[config.mk]
export PLATFORM = sky130hd
export DESIGN_NAME = mem_access_ctrl
export DESIGN_NICKNAME = d
export VERILOG_FILES = /design/src/rtl/mem_access_ctrl_pkg.sv /design/src/rtl/mem_access_ctrl_load_ext.sv /design/src/rtl/mem_access_ctrl.sv
export SDC_FILE = /design/constraint.sdc
export NUM_CORES = 1
export LEC_CHECK = 0
export ABC_AREA = 1
export BUFFER_PORTS_ARGS = -buffer_cell sky130_fd_sc_hd__buf_4
export CELL_PAD_IN_SITES_DETAIL_PLACEMENT = 2
export CELL_PAD_IN_SITES_GLOBAL_PLACEMENT = 2
export CORE_MARGIN = 5
export CORE_UTILIZATION = 25
export CTS_BUF_LIST = sky130_fd_sc_hd__clkbuf_2 sky130_fd_sc_hd__clkbuf_4 sky130_fd_sc_hd__clkbuf_8
export DETAILED_ROUTE_END_ITERATION = 10
export GPL_ROUTABILITY_DRIVEN = 0
export PLACE_DENSITY = 0.84
export RECOVER_POWER = 50
export SLEW_MARGIN = 25
export SYNTH_ARGS = -nofsm -noshare
export SYNTH_HDL_FRONTEND = slang
export SYNTH_HIERARCHICAL = 1
export SYNTH_SLANG_ARGS = --single-unit
[constraint.sdc]
create_clock -name clk -period 4.3 [get_ports clk]
set_input_delay 0.43 -clock clk [delete_from_list [all_inputs] [get_ports clk]]
set_output_delay 0.43 -clock clk [all_outputs]
set_load 0.01 [all_outputs]
[src/rtl/mem_access_ctrl_pkg.sv]
// Shared types, operation codes, state encodings and access-size helpers
// for the byte-serial MEM-stage controller.
package mem_access_ctrl_pkg;

  localparam int ALU_OP_W   = 8;
  localparam int REG_ADDR_W = 5;
  localparam int REG_W      = 32;

  typedef logic [ALU_OP_W-1:0]   alu_op_bus_t;
  typedef logic [REG_ADDR_W-1:0] reg_addr_bus_t;
  typedef logic [REG_W-1:0]      reg_bus_t;

  localparam alu_op_bus_t EXE_NOP_OP = 8'b0000_0000;
  localparam alu_op_bus_t EXE_ADD_OP = 8'b0010_0000;
  localparam alu_op_bus_t EXE_LB_OP  = 8'b1110_0000;
  localparam alu_op_bus_t EXE_LBU_OP = 8'b1110_0100;
  localparam alu_op_bus_t EXE_LH_OP  = 8'b1110_0001;
  localparam alu_op_bus_t EXE_LHU_OP = 8'b1110_0101;
  localparam alu_op_bus_t EXE_LW_OP  = 8'b1110_0011;
  localparam alu_op_bus_t EXE_SB_OP  = 8'b1110_1000;
  localparam alu_op_bus_t EXE_SH_OP  = 8'b1110_1001;
  localparam alu_op_bus_t EXE_SW_OP  = 8'b1110_1011;

  typedef enum logic [1:0] {
    MEM_STATE_IDLE   = 2'b00,
    MEM_STATE_ACCESS = 2'b01,
    MEM_STATE_DONE   = 2'b10
  } mem_state_e;

  localparam logic [2:0] MEM_SIZE_NONE = 3'd0;
  localparam logic [2:0] MEM_SIZE_B    = 3'd1;
  localparam logic [2:0] MEM_SIZE_H    = 3'd2;
  localparam logic [2:0] MEM_SIZE_W    = 3'd4;

  // Zero size marks a non-memory (or unknown) operation.
  function automatic logic [2:0] mem_size(input alu_op_bus_t op);
    case (op)
      EXE_LB_OP, EXE_LBU_OP, EXE_SB_OP: mem_size = MEM_SIZE_B;
      EXE_LH_OP, EXE_LHU_OP, EXE_SH_OP: mem_size = MEM_SIZE_H;
      EXE_LW_OP, EXE_SW_OP:             mem_size = MEM_SIZE_W;
      default:                          mem_size = MEM_SIZE_NONE;
    endcase
  endfunction

  function automatic logic op_is_load(input alu_op_bus_t op);
    case (op)
      EXE_LB_OP, EXE_LBU_OP, EXE_LH_OP, EXE_LHU_OP, EXE_LW_OP: op_is_load = 1'b1;
      default:                                                op_is_load = 1'b0;
    endcase
  endfunction

endpackage

[src/rtl/mem_access_ctrl_load_ext.sv]
// Sign/zero extension of an assembled little-endian load value to 32 bits.
module mem_load_ext
  import mem_access_ctrl_pkg::*;
(
  input  alu_op_bus_t aluop,
  input  reg_bus_t    raw,
  output reg_bus_t    ext
);

  always_comb begin
    ext = raw;
    case (aluop)
      EXE_LB_OP:  ext = {{24{raw[7]}}, raw[7:0]};
      EXE_LBU_OP: ext = {24'h0, raw[7:0]};
      EXE_LH_OP:  ext = {{16{raw[15]}}, raw[15:0]};
      EXE_LHU_OP: ext = {16'h0, raw[15:0]};
      default:    ext = raw;
    endcase
  end

endmodule

[src/rtl/mem_access_ctrl.sv]
// MEM-stage controller: serialises loads/stores over an 8-bit RAM port and
// stalls the pipeline until the access completes.
//   state  | meaning
//   IDLE   | accept op; pass non-memory ops through, issue byte 0 of memory ops
//   ACCESS | issue/capture remaining bytes, cnt_q = byte index
//   DONE   | present load result, release stall, return to IDLE
module mem_access_ctrl
  import mem_access_ctrl_pkg::*;
#(
  parameter int MEM_ADDR_WIDTH = 32,
  parameter int RD_LATENCY     = 1
) (
  input  logic                      clk,
  input  logic                      rst,
  input  alu_op_bus_t               aluop_i,
  input  logic [31:0]               mem_addr_i,
  input  logic [31:0]               reg2_i,
  input  reg_addr_bus_t             wd_i,
  input  logic                      wreg_i,
  input  logic [31:0]               wdata_i,
  input  logic [7:0]                mem_din_i,
  output logic [MEM_ADDR_WIDTH-1:0] mem_a_o,
  output logic                      mem_wr_o,
  output logic [7:0]                mem_dout_o,
  output reg_addr_bus_t             wd_o,
  output logic                      wreg_o,
  output logic [31:0]               wdata_o,
  output logic                      stallreq_o
);

  if (RD_LATENCY != 1) begin : g_bad_rd_latency
    $error("mem_access_ctrl: only RD_LATENCY == 1 is supported");
  end

  mem_state_e  state_q, state_d;
  logic [2:0]  cnt_q, cnt_d;
  reg_bus_t    asm_q, asm_d;
  logic [2:0]  size;
  logic        is_mem, is_load;
  logic [31:0] addr_off, addr_sel;
  reg_bus_t    load_ext;

  assign size     = mem_size(aluop_i);
  assign is_mem   = (size != MEM_SIZE_NONE);
  assign is_load  = op_is_load(aluop_i);
  assign addr_off = mem_addr_i + {29'h0, cnt_q};
  assign mem_a_o  = addr_sel[MEM_ADDR_WIDTH-1:0];

  mem_load_ext u_load_ext (
    .aluop (aluop_i),
    .raw   (asm_q),
    .ext   (load_ext)
  );

  always_ff @(posedge clk) begin
    if (rst) begin
      state_q <= MEM_STATE_IDLE;
      cnt_q   <= 3'd0;
      asm_q   <= '0;
    end else begin
      state_q <= state_d;
      cnt_q   <= cnt_d;
      asm_q   <= asm_d;
    end
  end

  always_comb begin
    state_d    = state_q;
    cnt_d      = cnt_q;
    asm_d      = asm_q;
    addr_sel   = '0;
    mem_wr_o   = 1'b0;
    mem_dout_o = '0;
    wd_o       = '0;
    wreg_o     = 1'b0;
    wdata_o    = '0;
    stallreq_o = 1'b0;

    case (state_q)
      MEM_STATE_IDLE: begin
        if (!is_mem) begin
          wd_o    = wd_i;
          wreg_o  = wreg_i;
          wdata_o = wdata_i;
        end else if (is_load) begin
          addr_sel   = mem_addr_i;
          stallreq_o = 1'b1;
          asm_d      = '0;
          cnt_d      = 3'd1;
          state_d    = MEM_STATE_ACCESS;
        end else begin
          addr_sel   = mem_addr_i;
          mem_wr_o   = 1'b1;
          mem_dout_o = reg2_i[7:0];
          stallreq_o = 1'b1;
          cnt_d      = 3'd1;
          state_d    = (size == MEM_SIZE_B) ? MEM_STATE_DONE : MEM_STATE_ACCESS;
        end
      end

      MEM_STATE_ACCESS: begin
        stallreq_o = 1'b1;
        if (!is_mem) begin
          state_d = MEM_STATE_IDLE;
        end else if (is_load) begin
          // Byte cnt-1 arrives one cycle after its address was driven.
          case (cnt_q)
            3'd1:    asm_d[7:0]   = mem_din_i;
            3'd2:    asm_d[15:8]  = mem_din_i;
            3'd3:    asm_d[23:16] = mem_din_i;
            3'd4:    asm_d[31:24] = mem_din_i;
            default: asm_d        = asm_q;
          endcase
          if (cnt_q < size) begin
            addr_sel = addr_off;
            cnt_d    = cnt_q + 3'd1;
          end else begin
            state_d = MEM_STATE_DONE;
          end
        end else begin
          addr_sel   = addr_off;
          mem_wr_o   = 1'b1;
          mem_dout_o = reg2_i[{cnt_q[1:0], 3'b000} +: 8];
          if (cnt_q == size - 3'd1) begin
            state_d = MEM_STATE_DONE;
          end else begin
            cnt_d = cnt_q + 3'd1;
          end
        end
      end

      MEM_STATE_DONE: begin
        state_d = MEM_STATE_IDLE;
        cnt_d   = 3'd0;
        if (is_load) begin
          wd_o    = wd_i;
          wreg_o  = wreg_i;
          wdata_o = load_ext;
        end
      end

      default: begin
        state_d = MEM_STATE_IDLE;
        cnt_d   = 3'd0;
      end
    endcase

    if (rst) begin
      addr_sel   = '0;
      mem_wr_o   = 1'b0;
      mem_dout_o = '0;
      wd_o       = '0;
      wreg_o     = 1'b0;
      wdata_o    = '0;
      stallreq_o = 1'b0;
    end
  end

endmodule

# Yosys cells after proc, flatten, opt, wreduce, memory -nomap -nowiden
# Index checks and enable logic that the tools add are counted.
[totals]
regBits = 37
input_bits = 120
output_inout_bits = 80
word_cells = 110
[classes]
addsub = 3
magnitude_cmp = 1
eq_ne = 28
shifts = 1
n_mux = 57
n_reduce_logical = 14
[ops]
columns = ["cell", "n"]
rows = [
  ["32-bit two-way mux", 12],
  ["32-bit case mux with 2 select lines", 3],
  ["32-bit case mux with 4 select lines", 1],
  ["8-bit two-way mux", 9],
  ["8-bit equality test (second input constant)", 8],
  ["32-bit by 3-bit adder with 32-bit output", 1],
  ["32-bit by 6-bit indexed part select with 8-bit output", 1],
  ["6-bit AND reduction", 4],
  ["8-bit case mux with 2 select lines", 1],
  ["3-bit two-way mux", 5],
  ["5-bit two-way mux", 3],
  ["2-bit two-way mux", 7],
  ["1-bit two-way mux", 10],
  ["5-bit case mux with 2 select lines", 1],
  ["3-bit case mux with 3 select lines", 1],
  ["2-bit by 1-bit inequality test with 1-bit output (second input constant)", 4],
  ["2-bit inequality test (second input constant)", 4],
  ["4-bit inequality test (second input constant)", 2],
  ["3-bit by 1-bit equality test with 1-bit output (second input constant)", 2],
  ["3-bit by 2-bit equality test with 1-bit output (second input constant)", 2],
  ["3-bit inequality test (second input constant)", 2],
  ["3-bit case mux with 2 select lines", 1],
  ["3-bit OR reduction", 2],
  ["5-bit OR reduction", 1],
  ["15 further kinds", 17],
]

# Longest topological paths before layout
# Gate-level depths: netlist (run 1).
[depth]
ltp_word = 9
depth_mapped = 16
ltp_nobuf = 16

# Cells and area by module
# Netlist (run 1), hierarchy kept.
[by_module_without_submodules]
columns = ["module", "instances", "cells_each", "area_each_um2", "seq_area_each_um2"]
rows = [
  ["mem_access_ctrl", 1, 767, 4267.8, 740.7],
  ["mem_load_ext", 1, 81, 417.9, 0.0],
]

# Worst setup path before layout (run 1)
# Ideal clock, no wire load.
[synth_path]
path_kind = "reg-to-output"
start = "register cnt_q[1]"
end = "output port mem_a_o[16]"
arrival_time_ns = 2.405
t_required_ns = 3.870
path_slack_ns = 1.465
path_stages_with_launch = 13
path_buffers = 1
cell_sequence = "dfxtp_1 -> clkbuf_1 -> clkinv_1 -> fa_1 -> inv_1 -> nand2_1 -> nand2_1 -> nand2_1 -> nor2_1 -> nand2_1 -> nor3_1 -> o21ai_0 -> a21oi_1"
[synth_via]
elab_chain_len = 6
word_cells_on_any_way = 7
cone_classes = "add/sub (1); order compare (1); mux (5)"
[synth_rtl]
columns = ["element", "line_no", "source"]
rows = [
  ["start: declaration", "mem_access_ctrl.sv:36", "logic [2:0] cnt_q, cnt_d;"],
  ["start signal: assignment", "mem_access_ctrl.sv:62", "cnt_q <= cnt_d;"],
  ["32-bit by 3-bit adder with 32-bit output / 3-bit less-than comparator (equally long branches)", "mem_access_ctrl.sv:46, mem_access_ctrl.sv:114", ""],
  ["32-bit two-way mux", "mem_access_ctrl.sv:114", "if (cnt_q < size) begin"],
  ["32-bit two-way mux (*)", "mem_access_ctrl.sv:105", "end else if (is_load) begin"],
  ["32-bit two-way mux (*)", "mem_access_ctrl.sv:103", "if (!is_mem) begin"],
  ["32-bit case mux with 2 select lines (*)", "mem_access_ctrl.sv:79", "case (state_q)"],
  ["32-bit two-way mux (*)", "mem_access_ctrl.sv:148", "if (rst) begin"],
  ["end: declaration", "mem_access_ctrl.sv:22", "output logic [MEM_ADDR_WIDTH-1:0] mem_a_o,"],
]
# Mark *: on every way between the ends. The rest lies on a longest branch, timed or not.

# Worst setup path in the final report (run 1)
[layout_path]
start = "input port aluop_i[4]"
end = "output port mem_a_o[27]"
[layout_via]
elab_chain_len = 9
word_cells_on_any_way = 22
cone_classes = "order compare (1); eq/ne (8); mux (8); reduce/logical (5)"
[layout_rtl]
columns = ["element", "line_no", "source"]
rows = [
  ["start: declaration", "mem_access_ctrl.sv:15", "input alu_op_bus_t aluop_i,"],
  ["8-bit equality test (on tied branches)", "mem_access_ctrl_pkg.sv:37, mem_access_ctrl_pkg.sv:46", ""],
  ["3-bit OR reduction / 2-bit OR reduction (equally long branches)", "mem_access_ctrl_pkg.sv:37", "case (op)"],
  ["3-bit case mux with 3 select lines", "mem_access_ctrl_pkg.sv:37", ""],
  ["3-bit less-than comparator", "mem_access_ctrl.sv:114", ""],
  ["32-bit two-way mux", "mem_access_ctrl.sv:114", ""],
  ["32-bit two-way mux", "mem_access_ctrl.sv:105", ""],
  ["32-bit two-way mux", "mem_access_ctrl.sv:103", ""],
  ["32-bit case mux with 2 select lines (*)", "mem_access_ctrl.sv:79", ""],
  ["32-bit two-way mux (*)", "mem_access_ctrl.sv:148", ""],
]
# Marked as above.

==> key figures, run 1 <==
STA
  – Count of final hold-check violations: 0
  – Period utilization: 87.46%
  – RSZ-0062 raised after global routing: no
  – Measured slew at the worst slew-check pin: 1308 ps
  – Rel. slew slack: 12.57%
  – Max Fclk: 0.2659 GHz
  – Final setup violation count: 0
  – Final slew viol count: 0
  – TNS Setup: 0 ps
  – Clk_skew: 9.902 ps
  – Final Critical Period: 3761 ps
  – Setup WS post-layout: 539.2 ps

Clock tree
  – CTS Buf Count: 5
  – CTS tree: yes
  – Post-CTS Setup Bufs: 0
  – Max clock buf depth: 2
  – Clock slew seen by the registers of the worst setup and hold paths: 80 ps
  – Clock Sinks: 37
  – Worst-Skew Late Latency: 290 ps
  – CTS HTree Levels: 2
  – Post_cts resized: 0
  – Hold buffer count at cts: 0
  – Root Buffer: clkbuf_8

Logic synthesis
  – Async S/R FF share, synth: 0%
  – Cell taking the most area after synthesis: nand2_1
  – EDFF count, synth: 0
  – Post-Syn Area per Cell: 5.526 um2
  – Post-Syn Area: 4686 um2
  – Syn. warnings: 6
  – Sequential cell area fraction in the yosys report: 15.81%
  – Post-synth net total: 983
  – Synth unique cells: 38
  – Top_reg_cell synth: dfxtp_1
  – Synth top area cells: nand2_1, dfxtp_1, a21oi_1, nand4_1, nor2_1
  – Top cell type's share of synthesized area: 18.50%
  – Post-synthesis register bit count: 37
  – Gate Count Post-Synth: 848

Power and ir drop
  – Lkg Pwr: 2.795 nW
  – Peak supply drop: 0.1427 mV
  – PwrDens: 153.2 nW/um2
  – PnR Total Power: 0.0009546 W

Setup path
  – CP bufs+invs: 4
  – Cell mode on critical path: nand2_1
  – Critical path endpoint category: output pin
  – Worst Setup Start Kind: input port
  – Critical Path RT: 3870 ps
  – Largest delay share family, worst path: simple AND/OR/NAND/NOR gates
  – Arr. time, crit path: 3330 ps
  – Crit Path Category: input port to output pin
  – Critical Path Max Stage Delay: 970 ps
  – Crit path max fanout: 37
  – CP max-delay cell: nand2_1
  – CP Cell Sequence: clkbuf_1 > inv_1 > nand2_1 > nor2_1 > nand3_1 > nand2_1 > nand2_1 > nand2_4 > inv_4 > nand2_1 > o21ai_0 > nor2_1 > nor2_1 > buf_4

Drt
  – Remaining DRCs: 0
  – Vias/cell: 5.289
  – DR iter-0 viols: 244
  – Post-route ant nets: 0
  – Wire per inst: 18.99 um
  – Final wirelength: 23,610 um
  – Via Count: 6,574
  – DRT Pass-1 Iters: 5

Hold path
  – Hold Crit Class: input port to register

Placed design
  – Pre-CTS setup slack: 999.2 ps
  – Placed wire-length estimate: 18,620 um
  – Port bufs: 199

Floorplanning
  – Ports: 200
  – Core ar.: 18,580 um2
  – # rows: 50
  – Starting density of the core: 25.22%
  – Die area: 21,580 um2
  – Die Ht: 146.9 um
  – DIE WIDTH: 146.9 um

Cells and area
  – Layout Utilization: 33.53%
  – Layout filler cell count: 2,419
  – Area Overhead vs Synth: 32.95%
  – Layout net count: 1,143
  – FF/Latch Area: 740.7 um2
  – Area of the multi-input gates: 3333 um2
  – Antenna diode count: 0
  – Share of cells above drive strength 1: 20.81%

Global routing
  – First-pass GRT wire length: 37,780 um
  – Largest net degree at the start of global routing: 78
  – GR Overflow Total: 0
  – Antenna violations before repair: 0
  – Vias in the first global route: 7,151
  – GRT Total Usage: 21.01%

Job
  – MaxCap Viol Count: 0

Run status
  – Outcome: finished, final reports clean
[final timing paths]
check,startpoint,to,slack [ps],cells past startpoint
setup / recovery,aluop_i[4],mem_a_o[27],540,14
hold / removal,rst,cnt_q[2]$_SDFFE_PP0P_,400,2
setup reg to reg,cnt_q[0]$_SDFFE_PP0P_,state_q[1]$_SDFFE_PP0P_,1720,11
hold reg to reg,asm_q[2]$_SDFFE_PP0P_,asm_q[2]$_SDFFE_PP0P_,470,2
[layout by cell type, fill, tap and decap left out, types with 2 or more instances in the layout]
| master | n |
|---|---|
| ha_1 | 14 |
| xor2_1 | 2 |
| nand2_1 | 237 |
| nor2_1 | 96 |
| clkbuf_8 | 5 |
| o22ai_1 | 11 |
| inv_1 | 70 |
| nand4_1 | 78 |
| nor3_1 | 13 |
| nand2_2 | 3 |
| nand3_2 | 3 |
| a21oi_1 | 98 |
| dfxtp_1 | 37 |
| nand3_1 | 66 |
| inv_2 | 3 |
| a22oi_1 | 8 |
| or2_2 | 3 |
| o21ai_0 | 30 |
| buf_4 | 181 |
| clkbuf_1 | 27 |
| nor2_4 | 3 |
| clkinv_1 | 2 |
| o21ai_1 | 3 |
[metrics by stage]
| step | hold WS (ps) | cell area (um2) | instances |
|---|---|---|---|
| global route | 391.2 | 6230 | 1243 |
| finish | 400.8 | 6230 | 1243 |
| CTS | 390.5 | 6364 | 1243 |
| detailed placement | 462.9 | 6248 | 1235 |
| floorplan | 441.0 | 4686 | 848 |
| global placement | 450.0 | 6248 | 1235 |
[flip-flops by register name, indices dropped and copies added, names as in the netlist]
register,cells
asm_q,32
cnt_q,3
state_q,2
[cell usage after synthesis, types with 13 or more instances]
master	number
o21ai_0	30
clkbuf_1	33
nor3_1	13
ha_1	14
nand2_1	231
nand4_1	78
nor2_1	91
nand3_1	66
dfxtp_1	37
inv_1	70
a21oi_1	98
[report_power, final]
part | internal, W | leakage [nW] | switching (W)
sequential | 0.000343 | 0.298 | 0.00000134
combinational | 0.000132 | 2.44 | 0.000161
clock | 0.000181 | 0.0588 | 0.000137
total | 0.000655 | 2.80 | 0.000299
[area by class of cell]
class                           instances  share of cell area, %
Inverter                               76                  4.619
Clock buffer                            6                  1.225
Multi-Input combinational cell        680                  53.50
Timing Repair Buffer                  208                  23.44
Tap cell                              234                  4.700
Clock inverter                          2                 0.6226
Sequential cell                        37                  11.89
[metal layers]
layer	GRT usage (%)	vias to the layer above	share of wire (%)	wire length (um)
met1	25.72	3215	43	10140
li1	-	3176	-	-
met4	5.219	0	1.8	420
met3	2.560	28	4.2	980
met5	0	-	0	0
met2	38.93	155	51	12070
[cells by family (layout without fill, tap and decap cells)]
group,count (synthesis),after routing,share of synthesized area [%]
AND/OR/NAND/NOR,507,507,49.16
AO/OA/AOI/OAI,155,155,17.84
buffers and inverters,131,292,12.47
adder cells (fa/ha/maj),15,15,4.166
flip-flops,37,37,15.81
XOR/XNOR,3,3,0.5609
[worst register-to-register path: cells and delay by family, from the launching register on]
family	cells	cell delay [ps]
simple gates	5	800
buf+inv	4	710
compound gates	1	400
flops	1	360
fa+ha+maj	1	220
(Power assumes the default switching activity.)
==> inputs of run 2 (changes only) <==
- CORE_UTILIZATION: 25 -> 24
- PLACE_DENSITY: 0.84 -> 0.8
- clock period: 4.3 -> 3.95 ns (I/O delays scaled with it)
==> run 2 against run 1 <==
Effect of this change:
- global-route usage decreased by 0.63 points
- highest routed layer unchanged
- die area increased by 3.9%
- cell count is 2.7% higher
- worst setup slack got worse by 200 ps
==> key figures, run 2 (synthesis results as in run 1) <==
Hold path
  – Hold-critical path endpoint: asm_q[18]$_SDFFE_PP0P_
  – Hold Crit Class: register to register
  – Hold path start: asm_q[18]$_SDFFE_PP0P_
  – Hold path cells: 2

Run status
  – Outcome: finished, final reports clean

Power and ir drop
  – Lkg Pwr: 2.826 nW
  – Peak supply drop: 0.1758 mV
  – PwrDens: 167.2 nW/um2

Floorplanning
  – Starting density of the core: 24.23%
  – Die area: 22,420 um2
  – Die Ht: 149.7 um
  – Ports: 200
  – # rows: 51
  – DIE WIDTH: 149.7 um
  – Core ar.: 19,330 um2

Global routing
  – GRT Total Usage: 20.38%
  – Largest net degree at the start of global routing: 57
  – Antenna violations before repair: 0
  – GR Overflow Total: 0
  – First-pass GRT wire length: 36,850 um
  – Vias in the first global route: 6,979

STA
  – Final Critical Period: 3607 ps
  – Count of final hold-check violations: 0
  – RSZ-0062 raised after global routing: no
  – Max Fclk: 0.2773 GHz
  – Clk_skew: 9.986 ps
  – Period utilization: 91.31%
  – TNS Setup: 0 ps
  – Hold Slack: 465.8 ps
  – Final slew viol count: 0
  – Measured slew at the worst slew-check pin: 955.3 ps
  – Final setup violation count: 0
  – Rel. slew slack: 36.32%

Cells and area
  – Commonest non-fill, non-tap cell in the layout: nand2_1
  – Share of cells above drive strength 1: 21.54%
  – Layout net count: 1,146
  – Largest regs: asm_q: 32 flops, cnt_q: 3 flops, state_q: 2 flops
  – Layout filler cell count: 2,541
  – Antenna diode count: 0
  – Largest Register: asm_q
  – Area Overhead vs Synth: 34.63%
  – Most frequent cells in the layout: nand2_1, buf_4, a21oi_1
  – Number of flip-flops in the largest register: 32
  – Fin area: 6309 um2
  – Layout Utilization: 32.63%

Drt
  – DRT Pass-1 Iters: 5
  – Vias/cell: 5.102
  – Remaining DRCs: 0
  – Final wirelength: 23,650 um
  – Wire per inst: 18.52 um
  – Post-route ant nets: 0
  – DR iter-0 viols: 218
  – Via Count: 6,515

Clock tree
  – Post-CTS Setup Bufs: 0
  – CTS Buf Count: 5
  – CTS tree: yes
  – Worst-Skew Late Latency: 310 ps
  – Clock slew seen by the registers of the worst setup and hold paths: 80 ps
  – Hold buffer count at cts: 0
  – Max clock buf depth: 2
  – CTS HTree Levels: 2
  – Clock Sinks: 37
  – Root Buffer: clkbuf_8
  – Post_cts resized: 0

Setup path
  – Critical path endpoint category: output pin
  – Reg-to-Reg End: asm_q[29]$_SDFFE_PP0P_
  – Worst Setup Start Kind: input port
  – Worst Reg-to-Reg Cells: 9
  – Critical Path RT: 3560 ps
  – Arr. time, crit path: 3210 ps
  – Crit path max fanout: 20
  – R2r setup slk: 1470 ps
  – R2r startpoint: cnt_q[0]$_SDFFE_PP0P_
  – Crit Path Category: input port to output pin

Placed design
  – Placed wire-length estimate: 18,660 um
  – Port bufs: 199
  – Placement Cell Area: 6310 um2

Job
  – MaxCap Viol Count: 0
-- run 2: how the worst max path moves through the flow --
| stage | startpoint | endpoint | cells past startpoint |
|---|---|---|---|
| 6_report | aluop_i[4] | wd_o[4] | 12 |
| 2_1_floorplan | cnt_q[1]$_SDFFE_PP0P_ | mem_a_o[16] | 12 |
| 3_5_place_dp | aluop_i[4] | mem_a_o[23] | 14 |
| 5_1_grt | cnt_q[1]$_SDFFE_PP0P_ | mem_a_o[20] | 13 |
| 3_3_place_gp | cnt_q[1]$_SDFFE_PP0P_ | mem_a_o[20] | 13 |
| 4_1_cts | cnt_q[1]$_SDFFE_PP0P_ | mem_a_o[20] | 13 |
-- run 2: cell type report --
type / count / area, um2 / share of cell area, %
clock buffers: 6 / 76.32 / 1.210
clock inverters: 2 / 38.79 / 0.6148
inverters: 76 / 287.8 / 4.562
multi-input cells: 680 / 3336 / 52.88
flip-flops and latches: 37 / 740.7 / 11.74
well taps: 265 / 331.6 / 5.256
repair buffers: 211 / 1498 / 23.74
-- run 2: report_power, final --
group | leakage [nW] | internal [W] | switching, W
combinational | 2.47 | 0.000146 | 0.000175
clock | 0.0588 | 0.000197 | 0.000162
sequential | 0.298 | 0.000374 | 0.00000138
total | 2.83 | 0.000717 | 0.000338
-- run 2: metrics by stage --
stage / power [W] / instances / setup slack [ps]
floorplan: 0.0005193 / 848 / 1150
global placement: 0.0007116 / 1269 / 731.7
detailed placement: 0.0007189 / 1269 / 640.3
CTS: 0.001078 / 1277 / 326.1
global route: 0.001113 / 1277 / 82.06
finish: 0.001055 / 1277 / 343.4
-- run 2: critical path, cell delays in order --
cell and delay [ps]:
clkbuf_1 110, inv_1 50, nand2_1 50, nor2_1 110, nand4_1 180, ha_1 650, clkbuf_1 780, nand3_1 250
o31ai_2 220, nand2_1 130, nor2_1 130, buf_4 140
-- run 2: per-layer routing --
metal / track usage, % / wire [um] / vias up
met4: 3.568 / 296 / 0
met3: 3.089 / 1076 / 25
met2: 37.17 / 11980 / 148
met5: 0 / 0 / -
li1: - / - / 3181
met1: 25.63 / 10300 / 3161
